<file path="src/rtl/demo_req_sequencer.sv">
// demo_req_sequencer
// Turns the board demo controls (active-low start button, mode switch) into a
// single valid/ready bus request, waits for the response (or a timeout) and
// shows the outcome on the demo LEDs.
module demo_req_sequencer #(
   parameter int unsigned            DEBOUNCE_CYCLES = 1,
   parameter int unsigned            TIMEOUT_CYCLES  = 1024,
   parameter int unsigned            ADDR_WIDTH      = 12,
   parameter int unsigned            DATA_WIDTH      = 8,
   parameter logic [ADDR_WIDTH-1:0]  DEMO_ADDR       = ADDR_WIDTH'('h010),
   parameter logic [DATA_WIDTH-1:0]  WDATA_SEED      = DATA_WIDTH'('hA5)
) (
   input  logic                  clk,
   input  logic                  rst_n,
   input  logic                  demo_start,
   input  logic                  demo_mode,
   output logic                  req_valid,
   input  logic                  req_ready,
   output logic                  req_write,
   output logic [ADDR_WIDTH-1:0] req_addr,
   output logic [DATA_WIDTH-1:0] req_wdata,
   input  logic                  rsp_valid,
   input  logic [DATA_WIDTH-1:0] rsp_rdata,
   output logic                  demo_ready,
   output logic [7:0]            leds_demo
);

   localparam int unsigned DB_W = $clog2(DEBOUNCE_CYCLES + 1);
   localparam int unsigned TO_W = $clog2(TIMEOUT_CYCLES + 1);
   localparam logic [DB_W-1:0] DB_LAST = DB_W'(DEBOUNCE_CYCLES - 1);
   localparam logic [TO_W-1:0] TO_LAST = TO_W'(TIMEOUT_CYCLES - 1);

   typedef enum logic [1:0] {
      IDLE     = 2'd0,
      ISSUE    = 2'd1,
      WAIT_RSP = 2'd2,
      DONE     = 2'd3
   } state_t;

   state_t                state;
   logic                  start_meta, start_sync;
   logic                  mode_meta, mode_sync;
   logic                  start_deb, start_deb_d;
   logic [DB_W-1:0]       db_cnt;
   logic [TO_W-1:0]       to_cnt;
   logic [DATA_WIDTH-1:0] wdata_reg;
   logic [3:0]            txn_count;
   logic                  start_pulse;

   // Synchronize both raw inputs and debounce the start button level.
   always_ff @(posedge clk or negedge rst_n) begin
      if (!rst_n) begin
         start_meta  <= 1'b1;
         start_sync  <= 1'b1;
         mode_meta   <= 1'b1;
         mode_sync   <= 1'b1;
         start_deb   <= 1'b1;
         start_deb_d <= 1'b1;
         db_cnt      <= '0;
      end else begin
         // NOTE: non-blocking assignments let every flop sample the pre-edge
         // value, which is what makes the two-flop chain a real synchronizer.
         start_meta  <= demo_start;
         start_sync  <= start_meta;
         mode_meta   <= demo_mode;
         mode_sync   <= mode_meta;
         start_deb_d <= start_deb;
         if (start_sync != start_deb) begin
            if (db_cnt == DB_LAST) begin
               start_deb <= start_sync;
               db_cnt    <= '0;
            end else begin
               db_cnt <= db_cnt + 1'b1;
            end
         end else begin
            db_cnt <= '0;
         end
      end
   end

   // A press is the debounced level falling 1 -> 0; lasts exactly one cycle.
   assign start_pulse = start_deb_d & ~start_deb;

   // Transaction FSM with all bus and status outputs registered.
   always_ff @(posedge clk or negedge rst_n) begin
      if (!rst_n) begin
         state      <= IDLE;
         req_valid  <= 1'b0;
         req_write  <= 1'b0;
         req_addr   <= '0;
         req_wdata  <= '0;
         demo_ready <= 1'b1;
         leds_demo  <= 8'h00;
         wdata_reg  <= WDATA_SEED;
         txn_count  <= 4'd0;
         to_cnt     <= '0;
      end else begin
         case (state)
            IDLE: begin
               if (start_pulse) begin
                  req_write  <= mode_sync;
                  req_addr   <= DEMO_ADDR;
                  req_wdata  <= wdata_reg;
                  req_valid  <= 1'b1;
                  demo_ready <= 1'b0;
                  state      <= ISSUE;
               end
            end
            ISSUE: begin
               // Payload is held; no timeout here, the initiator may stall.
               if (req_ready) begin
                  req_valid <= 1'b0;
                  to_cnt    <= '0;
                  state     <= WAIT_RSP;
               end
            end
            WAIT_RSP: begin
               if (rsp_valid) begin
                  if (req_write) begin
                     leds_demo <= {4'b0001, txn_count};
                     wdata_reg <= wdata_reg + 1'b1;
                  end else begin
                     leds_demo <= 8'(rsp_rdata);
                  end
                  txn_count <= txn_count + 4'd1;
                  state     <= DONE;
               end else if (to_cnt == TO_LAST) begin
                  leds_demo <= 8'hEE;
                  state     <= DONE;
               end else begin
                  to_cnt <= to_cnt + 1'b1;
               end
            end
            DONE: begin
               // Any start pulse seen here is intentionally dropped.
               demo_ready <= 1'b1;
               state      <= IDLE;
            end
            default: begin
               demo_ready <= 1'b1;
               req_valid  <= 1'b0;
               state      <= IDLE;
            end
         endcase
      end
   end

endmodule
</file>
<file path="config.mk">
export PLATFORM = sky130hd
export DESIGN_NAME = demo_req_sequencer
export DESIGN_NICKNAME = d
export VERILOG_FILES = /design/src/rtl/demo_req_sequencer.sv
export SDC_FILE = /design/constraint.sdc
export NUM_CORES = 1
export LEC_CHECK = 0
export ABC_AREA = 1
export BUFFER_PORTS_ARGS = -buffer_cell sky130_fd_sc_hd__buf_4
export CORE_ASPECT_RATIO = 0.6
export CORE_MARGIN = 1.5
export CORE_UTILIZATION = 55
export DETAILED_ROUTE_END_ITERATION = 7
export PLACE_DENSITY = 0.85
export SKIP_LAST_GASP = 1
export SYNTH_ARGS = -nofsm -noshare
export SYNTH_HDL_FRONTEND = slang
export SYNTH_SLANG_ARGS = --single-unit
</file>
<file path="constraint.sdc">
create_clock -name clk -period 1.8 [get_ports clk]
set_input_delay 0.27 -clock clk [delete_from_list [all_inputs] [get_ports clk]]
set_output_delay 0.27 -clock clk [all_outputs]
set_load 0.005 [all_outputs]
</file>
[After elaboration in Yosys (flattened, before gate mapping)]
Index checks and enable logic that the tools add are counted.
Word-level totals
  flip-flop bits (word level): 52
  latch bits: 0
  RAM bits: 0
  memory bits (read-only): 0
  input port bits: 14
  output and inout port bits: 31
  memories: 0
Operators by class
  add/subtract/negate cells: 4
  multiply operators: 0
  div/mod/pow operators: 0
  magnitude comparators: 0
  equality and inequality tests: 10
  shifts and indexed selects: 0
  multiplexer cells: 19
  bitwise gates (word level): 3
  reductions and logical operators: 14
Operators with widths (number)
  $mux W11: 3
  $mux W8: 3
  $pmux W11 S2: 1
  $add A11 B1 Y11 const B: 1
  $eq A11 B10 Y1 const B: 1
  $reduce_and A2 Y1: 5
  $reduce_and A3 Y1: 3
  $add A8 B1 Y8 const B: 1
  $mux W2: 4
  $ne A2 B2 Y1 const B: 4
  $pmux W2 S4: 1
  $reduce_bool A2 Y1: 4
  $mux W1: 5
  $add A4 B1 Y4 const B: 1
  $eq A2 B2 Y1 const B: 2
  $pmux W1 S2: 2
  $reduce_and A4 Y1: 1
  $ne A3 B3 Y1 const B: 1
  $eq A2 B1 Y1 const B: 1
  $logic_not A2 Y1: 1
  $not A1 Y1: 2
  $add A1 B1 Y1 const B: 1
  $and A1 B1 Y1: 1
  $ne A1 B1 Y1: 1

[Longest topological paths before layout]
Gate-level depths: netlist of the first run.
  word-level depth: 4
  gate-level depth with buffers: 10

[Worst setup path before layout of the first run]
OpenSTA, ideal clock, no wires.
  kind: register -> register
  start point: register state[0]
  end point: register wdata_reg[6]
  arrival time: 1.424 ns
  data required time: 1.677 ns
  slack: 0.253 ns
  cell stages (with the launch flop): 10
  clock period less this slack: 1.547 ns
  cells stage by stage: dfrtp_1 inv_1 ha_1 buf_4 nand2_2 inv_1 nand2_2 nor2_1 nand3_1 xor2_1
Between the ends
  word-level cells in the longest chain between the ends: 2
RTL lines
  start: declaration: RTL line 40  | state_t state;
  start signal: assignment: RTL line 87  | state <= IDLE;
  start signal: assignment: RTL line 106  | state <= ISSUE;
  start signal: assignment: RTL line 114  | state <= WAIT_RSP;
  $eq A2 B2 Y1: RTL line 98  | case (state)
  $reduce_and A3 Y1 (no line)
  end signal: assignment: RTL line 121  | wdata_reg <= wdata_reg + 1'b1;
  end: declaration: RTL line 46  | logic [DATA_WIDTH-1:0] wdata_reg;
Every way passes these cells.
A chain may end at the register's enable or synchronous reset.

[Final worst setup path of the first run]
Ends and elaborated chain as after synthesis.

==> results.txt, run 1 <==
outcome = complete, but fails checks
violations in the final reports = negative hold slack
remaining max-slew budget at the tightest pin = 0.5819
Cell Chain, Critical Path = inv_1 > ha_2 > nand2_2 > inv_1 > nand2_2 > nor2_2 > nand3_1 > xor2_1
antenna fix cells = 0
element type at the critical path start = register
LEAKAGE = 0.001534 µW
post-detailed-route wirelength per cell = 12.22 µm
share of synthesized registers carrying an async set or reset = 1.000
buffer type at the clock tree root = sky130_fd_sc_hd__clkbuf_8
PD cells = 1394 nW/µm²
Post-Route Utilization = 0.6843
flop and latch count out of synthesis = 51
1st-pass router iterations = 5
DRC violations left = 0
Layout Cells excl Fill = 391
number of resized instances in the post-cts repair step = 0
arrival time worst endpoint = 1810 ps
unique cell type count in the Yosys netlist = 27
switching power = 1457 µW
violation count after the first detailed-routing iteration = 100
crit path capture type = register
die outline width = 90.41 µm
number of buffers added by the clock tree synthesis step = 5
Min Hold Slack = -27.35 ps
number of failing setup endpoints in the final timing report = 0
power share of the clock group = 0.190
most common library cell in the layout ignoring fill and taps = sky130_fd_sc_hd__nand2_1
Slowest cell on crit path = sky130_fd_sc_hd__dfrtp_1
Placement Rows = 18
syn avg cell area = 8.634 µm²
sequential cell area in the final layout = 1290 µm²
max-cap viol count = 0
Clock Path Buffers = 2
kind of cell adding the most delay to the critical path = simple AND/OR/NAND/NOR gates
combined area of the multi-input logic cells = 1040 µm²
worst-margin pin slew = 627.2 ps
maximum number of pins on one net before global-route repair = 52
CTS Hold Bufs = 0
top fanout value on the critical path = 6
antenna violations before repair = 0
Via density = 4.813
count of nets left with antenna violations after detail routing = 0
overall via count from detail_route = 1,882
fraction of layout instances using a drive strength above 1 = 0.2175
period utilization = 0.8997
commonest cells after routing, fill and taps aside = sky130_fd_sc_hd__nand2_1 (98), sky130_fd_sc_hd__dfrtp_1 (40), sky130_fd_sc_hd__buf_4 (37), sky130_fd_sc_hd__inv_1 (32), sky130_fd_sc_hd__o21ai_0 (16)
accumulated negative setup slack = 0 ps
HPWL Detailed = 3439 µm
Largest stage delay, worst path = 430 ps
Worst-Skew Late Latency = 300 ps
Clock Pin Slew Worst Setup and Hold Paths = 90 ps
Final Hold Fails = 23
total placed cells including tap cells = 383
port buffer count = 33
Top-Level Pins = 45
first-pass GRT wire length = 8190 µm
clock tree from TritonCTS = yes
required time at the worst-slack endpoint = 1990 ps
Post-Synthesis Cell Area = 2521 µm²
number of flip-flops in the largest register = 11
combinational share of power = 0.365
final WL = 4778 µm
leading register cell type out of synthesis = sky130_fd_sc_hd__dfrtp_1
floorplan core area = 4257 µm²
Die Y = 55.45 µm
aggregate global-route resource usage = 0.2068
register bank with the most flops = to_cnt
post-route total power = 4061 µW
synthesis-to-layout area growth = 15.53%
sequential share of power = 0.445
portion of the post-synthesis area used by sequential elements = 0.5117
number of nets in the layout = 351
Hold Path Class = in -> async
Die Footprint = 5013 µm²
Critical Setup Path Class = reg -> reg
Period minus WS final = 1619 ps
skew final = 8.442 ps
GRT Residual Overflow = 0
number of global-route vias before repair = 1,703
# fillers = 325
final-report max-slew violation count = 0
fraction of power spent switching nets = 0.3587
initial core utilization = 0.5923
setup bufs post-CTS = 0
count of flip-flops with a built-in enable after synthesis = 0
synthesized instance count = 292
Peak Freq = 617.5 MHz
H-tree levels = 2
IR drop worst, VDD = 0.8818 mV
Int Power = 2605 µW
Yosys warning count = 0
buffering stage count on the worst path with inverters included = 2
RD Place Congestion = 0.8083
count of clock tree sinks = 51
layer usage:
metal,track usage,vias to the layer above,share of wire
met1,0.3168,862,0.51
met3,0.05510,4,0.063
met5,0,-,0
met2,0.2879,58,0.42
met4,0.05442,0,0.0065
li1,-,958,-
synthesized netlist by cell type, types with 2 or more instances:
master,number,area (µm²)
sky130_fd_sc_hd__nand2_1,99,371.6
sky130_fd_sc_hd__dfrtp_1,40,1001
sky130_fd_sc_hd__inv_1,32,120.1
sky130_fd_sc_hd__o21ai_0,16,80.08
sky130_fd_sc_hd__nor2_1,15,56.30
sky130_fd_sc_hd__buf_4,12,90.09
sky130_fd_sc_hd__dfstp_2,11,289.0
sky130_fd_sc_hd__nand3_1,11,55.05
sky130_fd_sc_hd__xor2_1,10,87.58
sky130_fd_sc_hd__a21oi_1,7,35.03
sky130_fd_sc_hd__ha_1,7,87.58
sky130_fd_sc_hd__nand4_1,4,25.02
sky130_fd_sc_hd__o21ai_2,4,35.03
sky130_fd_sc_hd__a21oi_2,3,26.28
sky130_fd_sc_hd__xnor2_1,3,26.28
sky130_fd_sc_hd__a21boi_0,2,15.01
sky130_fd_sc_hd__buf_6,2,22.52
sky130_fd_sc_hd__clkbuf_1,2,7.510
sky130_fd_sc_hd__nand2_2,2,12.51
sky130_fd_sc_hd__nor2_4,2,22.52
sky130_fd_sc_hd__nor3_1,2,10.01
final cells by class:
| cell class | count | area share |
|---|---|---|
| clock buffer | 7 | 0.02620 |
| clock inverter | 1 | 0.01031 |
| inverter | 33 | 0.04253 |
| multi-input combinational | 202 | 0.3570 |
| sequential | 51 | 0.4429 |
| tap | 60 | 0.02577 |
| timing repair buffer | 37 | 0.09536 |
cells by family after synthesis:
kind of cell / count (synthesis) / share of synthesized area
and+or+nand+nor: 139 / 0.2342
DFF: 51 / 0.5117
buffers and inverters: 49 / 0.09678
AOI/OAI and AO/OA: 32 / 0.07593
xor gates and xnor gates: 13 / 0.04516
adders and majority gates: 7 / 0.03474
other: 1 / 0.001487
power by group through the flow:
stage                     clock [µW]  sequential (µW)  combinational, µW
after CTS                        778             1800               1470
final                            772             1810               1480
after global placement             0             1800               1380
after floorplan                    0             1790                901
after detailed placement           0             1820               1450
after global routing             829             1850               1680
path summary, 6_finish.rpt:
path | startpoint | endpoint | slack, ps | cells after the start
worst min register to register | start_meta | start_sync | 360 | 0
worst min-delay path | rst_n | req_wdata[1] | -30 | 1
min in group clk | demo_mode | mode_meta | 70 | 1
max in group asynchronous | rst_n | to_cnt[6] | 1390 | 1
worst max register to register | state[0] | wdata_reg[6] | 180 | 8
worst max-delay path | state[0] | wdata_reg[6] | 180 | 8
through the flow:
step / instance area, µm² / setup slack [ps]
floorplan: 2559 / 253.3
global placement: 2791 / 190.6
global route: 2913 / -0.3355
finish: 2913 / 180.6
CTS: 2898 / 75.38
detailed placement: 2791 / 114.6
Note: power is estimated with default switching activity, not from simulation.
==> run 2, diff against run 1 <==
- RECOVER_POWER: not set -> 25
==> results.txt, run 2 (synthesized netlist as in run 1, its figures left out) <==
outcome = finished clean
reg2reg start = state[0]
number of global-route vias before repair = 1,703
Final Hold Fails = 0
register bank with the most flops = to_cnt
Top-Level Pins = 45
switching power = 1457 µW
period utilization = 0.8998
port buffer count = 33
required time at the worst-slack endpoint = 1990 ps
Hold Path Class = in -> reg
Via density = 4.818
LEAKAGE = 0.001533 µW
aggregate global-route resource usage = 0.2068
number of flip-flops in the largest register = 11
antenna violations before repair = 0
Peak Freq = 617.4 MHz
# fillers = 326
number of failing setup endpoints in the final timing report = 0
most common library cell in the layout ignoring fill and taps = sky130_fd_sc_hd__nand2_1
Die Footprint = 5013 µm²
skew final = 8.460 ps
start point of the worst min-delay path = demo_mode
GRT Residual Overflow = 0
initial core utilization = 0.5923
PD cells = 1395 nW/µm²
number of nets in the layout = 351
worst-margin pin slew = 1226 ps
Die Y = 55.45 µm
post-detailed-route wirelength per cell = 12.19 µm
end point of the most critical hold path = mode_meta
1st-pass router iterations = 5
commonest cells after routing, fill and taps aside = sky130_fd_sc_hd__nand2_1 (98), sky130_fd_sc_hd__dfrtp_1 (40), sky130_fd_sc_hd__buf_4 (34), sky130_fd_sc_hd__inv_1 (32), sky130_fd_sc_hd__o21ai_0 (16)
combinational share of power = 0.365
floorplan core area = 4257 µm²
R2R depth = 8
final-report max-slew violation count = 0
antenna fix cells = 0
end of the worst register-to-register path = wdata_reg[6]
Clock Path Buffers = 2
count of clock tree sinks = 51
Placed Area = 2791 µm²
Int Power = 2604 µW
die outline width = 90.41 µm
RD Place Congestion = 0.8083
buffer type at the clock tree root = sky130_fd_sc_hd__clkbuf_8
fraction of layout instances using a drive strength above 1 = 0.2175
count of nets left with antenna violations after detail routing = 0
H-tree levels = 2
HPWL Detailed = 3439 µm
remaining max-slew budget at the tightest pin = 0.1824
fraction of power spent switching nets = 0.3588
top fanout value on the critical path = 6
CTS Hold Bufs = 0
first-pass GRT wire length = 8190 µm
post-route cell area = 2910 µm²
IR drop worst, VDD = 0.8820 mV
max-cap viol count = 0
arrival time worst endpoint = 1810 ps
Worst-Skew Late Latency = 300 ps
number of buffers added by the clock tree synthesis step = 5
Period minus WS final = 1620 ps
DRC violations left = 0
sequential cell area in the final layout = 1290 µm²
Min-Delay Path Depth = 1
combined area of the multi-input logic cells = 1040 µm²
Clock Pin Slew Worst Setup and Hold Paths = 90 ps
Placement Rows = 18
clock tree from TritonCTS = yes
Critical Setup Path Class = reg -> reg
crit path capture type = register
reg-to-reg slack, setup = 180 ps
maximum number of pins on one net before global-route repair = 52
sequential share of power = 0.445
power share of the clock group = 0.190
synthesis-to-layout area growth = 15.43%
violation count after the first detailed-routing iteration = 104
Post-Route Utilization = 0.6837
final WL = 4766 µm
element type at the critical path start = register
overall via count from detail_route = 1,884
## run 2: cell types whose count changed in the layout (fill, tap and decap cells not counted)
cell                       before  now
sky130_fd_sc_hd__clkbuf_4       0    2
sky130_fd_sc_hd__clkbuf_2       0    1
sky130_fd_sc_hd__buf_4         37   34
## run 2: power groups by stage
stage / combinational [µW] / clock [µW] / sequential (µW)
floorplan: 901 / 0 / 1790
global placement: 1380 / 0 / 1800
detailed placement: 1450 / 0 / 1820
CTS: 1470 / 778 / 1800
global route: 1680 / 829 / 1850
finish: 1480 / 772 / 1810
## run 2: per-stage QoR
step                total power (µW)  hold WS, ps  std cells  setup TNS, ps  setup slack, ps
floorplan                       2691       -25.59        302              0            253.3
global placement                3185        322.2        383              0            190.6
detailed placement              3272        328.7        383              0            114.6
CTS                             4049        2.755        391              0            75.38
global route                    4360        56.10        391        -0.3355          -0.3355
finish                          4060        72.20        391              0            180.4
## run 2: repair_timing
action,4_1_cts,5_1_grt
gates resized for setup,0,4
endpoints found under the setup margin,0,20
buffers inserted,0,0
## run 2: worst max-delay path by stage
stage                    from           end  slack [ps]  cells past startpoint
detailed placement   state[0]  wdata_reg[6]         110                      8
floorplan            state[0]  wdata_reg[6]         250                      9
finish               state[0]  wdata_reg[6]         180                      8
global route        to_cnt[1]    to_cnt[10]        -0.3                      7
global placement    to_cnt[1]  leds_demo[3]         190                      8
CTS                 to_cnt[1]    to_cnt[10]          80                      7
## run 2: worst max-delay path, stage by stage, from the launching register on
cell and delay (ps):
sky130_fd_sc_hd__dfrtp_1 430, sky130_fd_sc_hd__inv_1 100, sky130_fd_sc_hd__ha_2 240, sky130_fd_sc_hd__nand2_2 70, sky130_fd_sc_hd__inv_1 120, sky130_fd_sc_hd__nand2_2 130
sky130_fd_sc_hd__nor2_2 150, sky130_fd_sc_hd__nand3_1 100, sky130_fd_sc_hd__xor2_1 150
## run 2: layout make-up
cell class | count | area share
timing repair buffer | 37 | 0.09458
inverter | 33 | 0.04256
clock buffer | 7 | 0.02623
clock inverter | 1 | 0.01032
sequential | 51 | 0.4433
multi-input combinational | 202 | 0.3573
tap | 60 | 0.02580
## run 2: layer usage
metal  global-route usage  vias to the layer above  wire [µm]
met1               0.3168                      862       2422
met2               0.2879                       60       2006
met3              0.05510                        4        306
met4              0.05442                        0         31
met5                    0                        -          0
li1                     -                      958          -
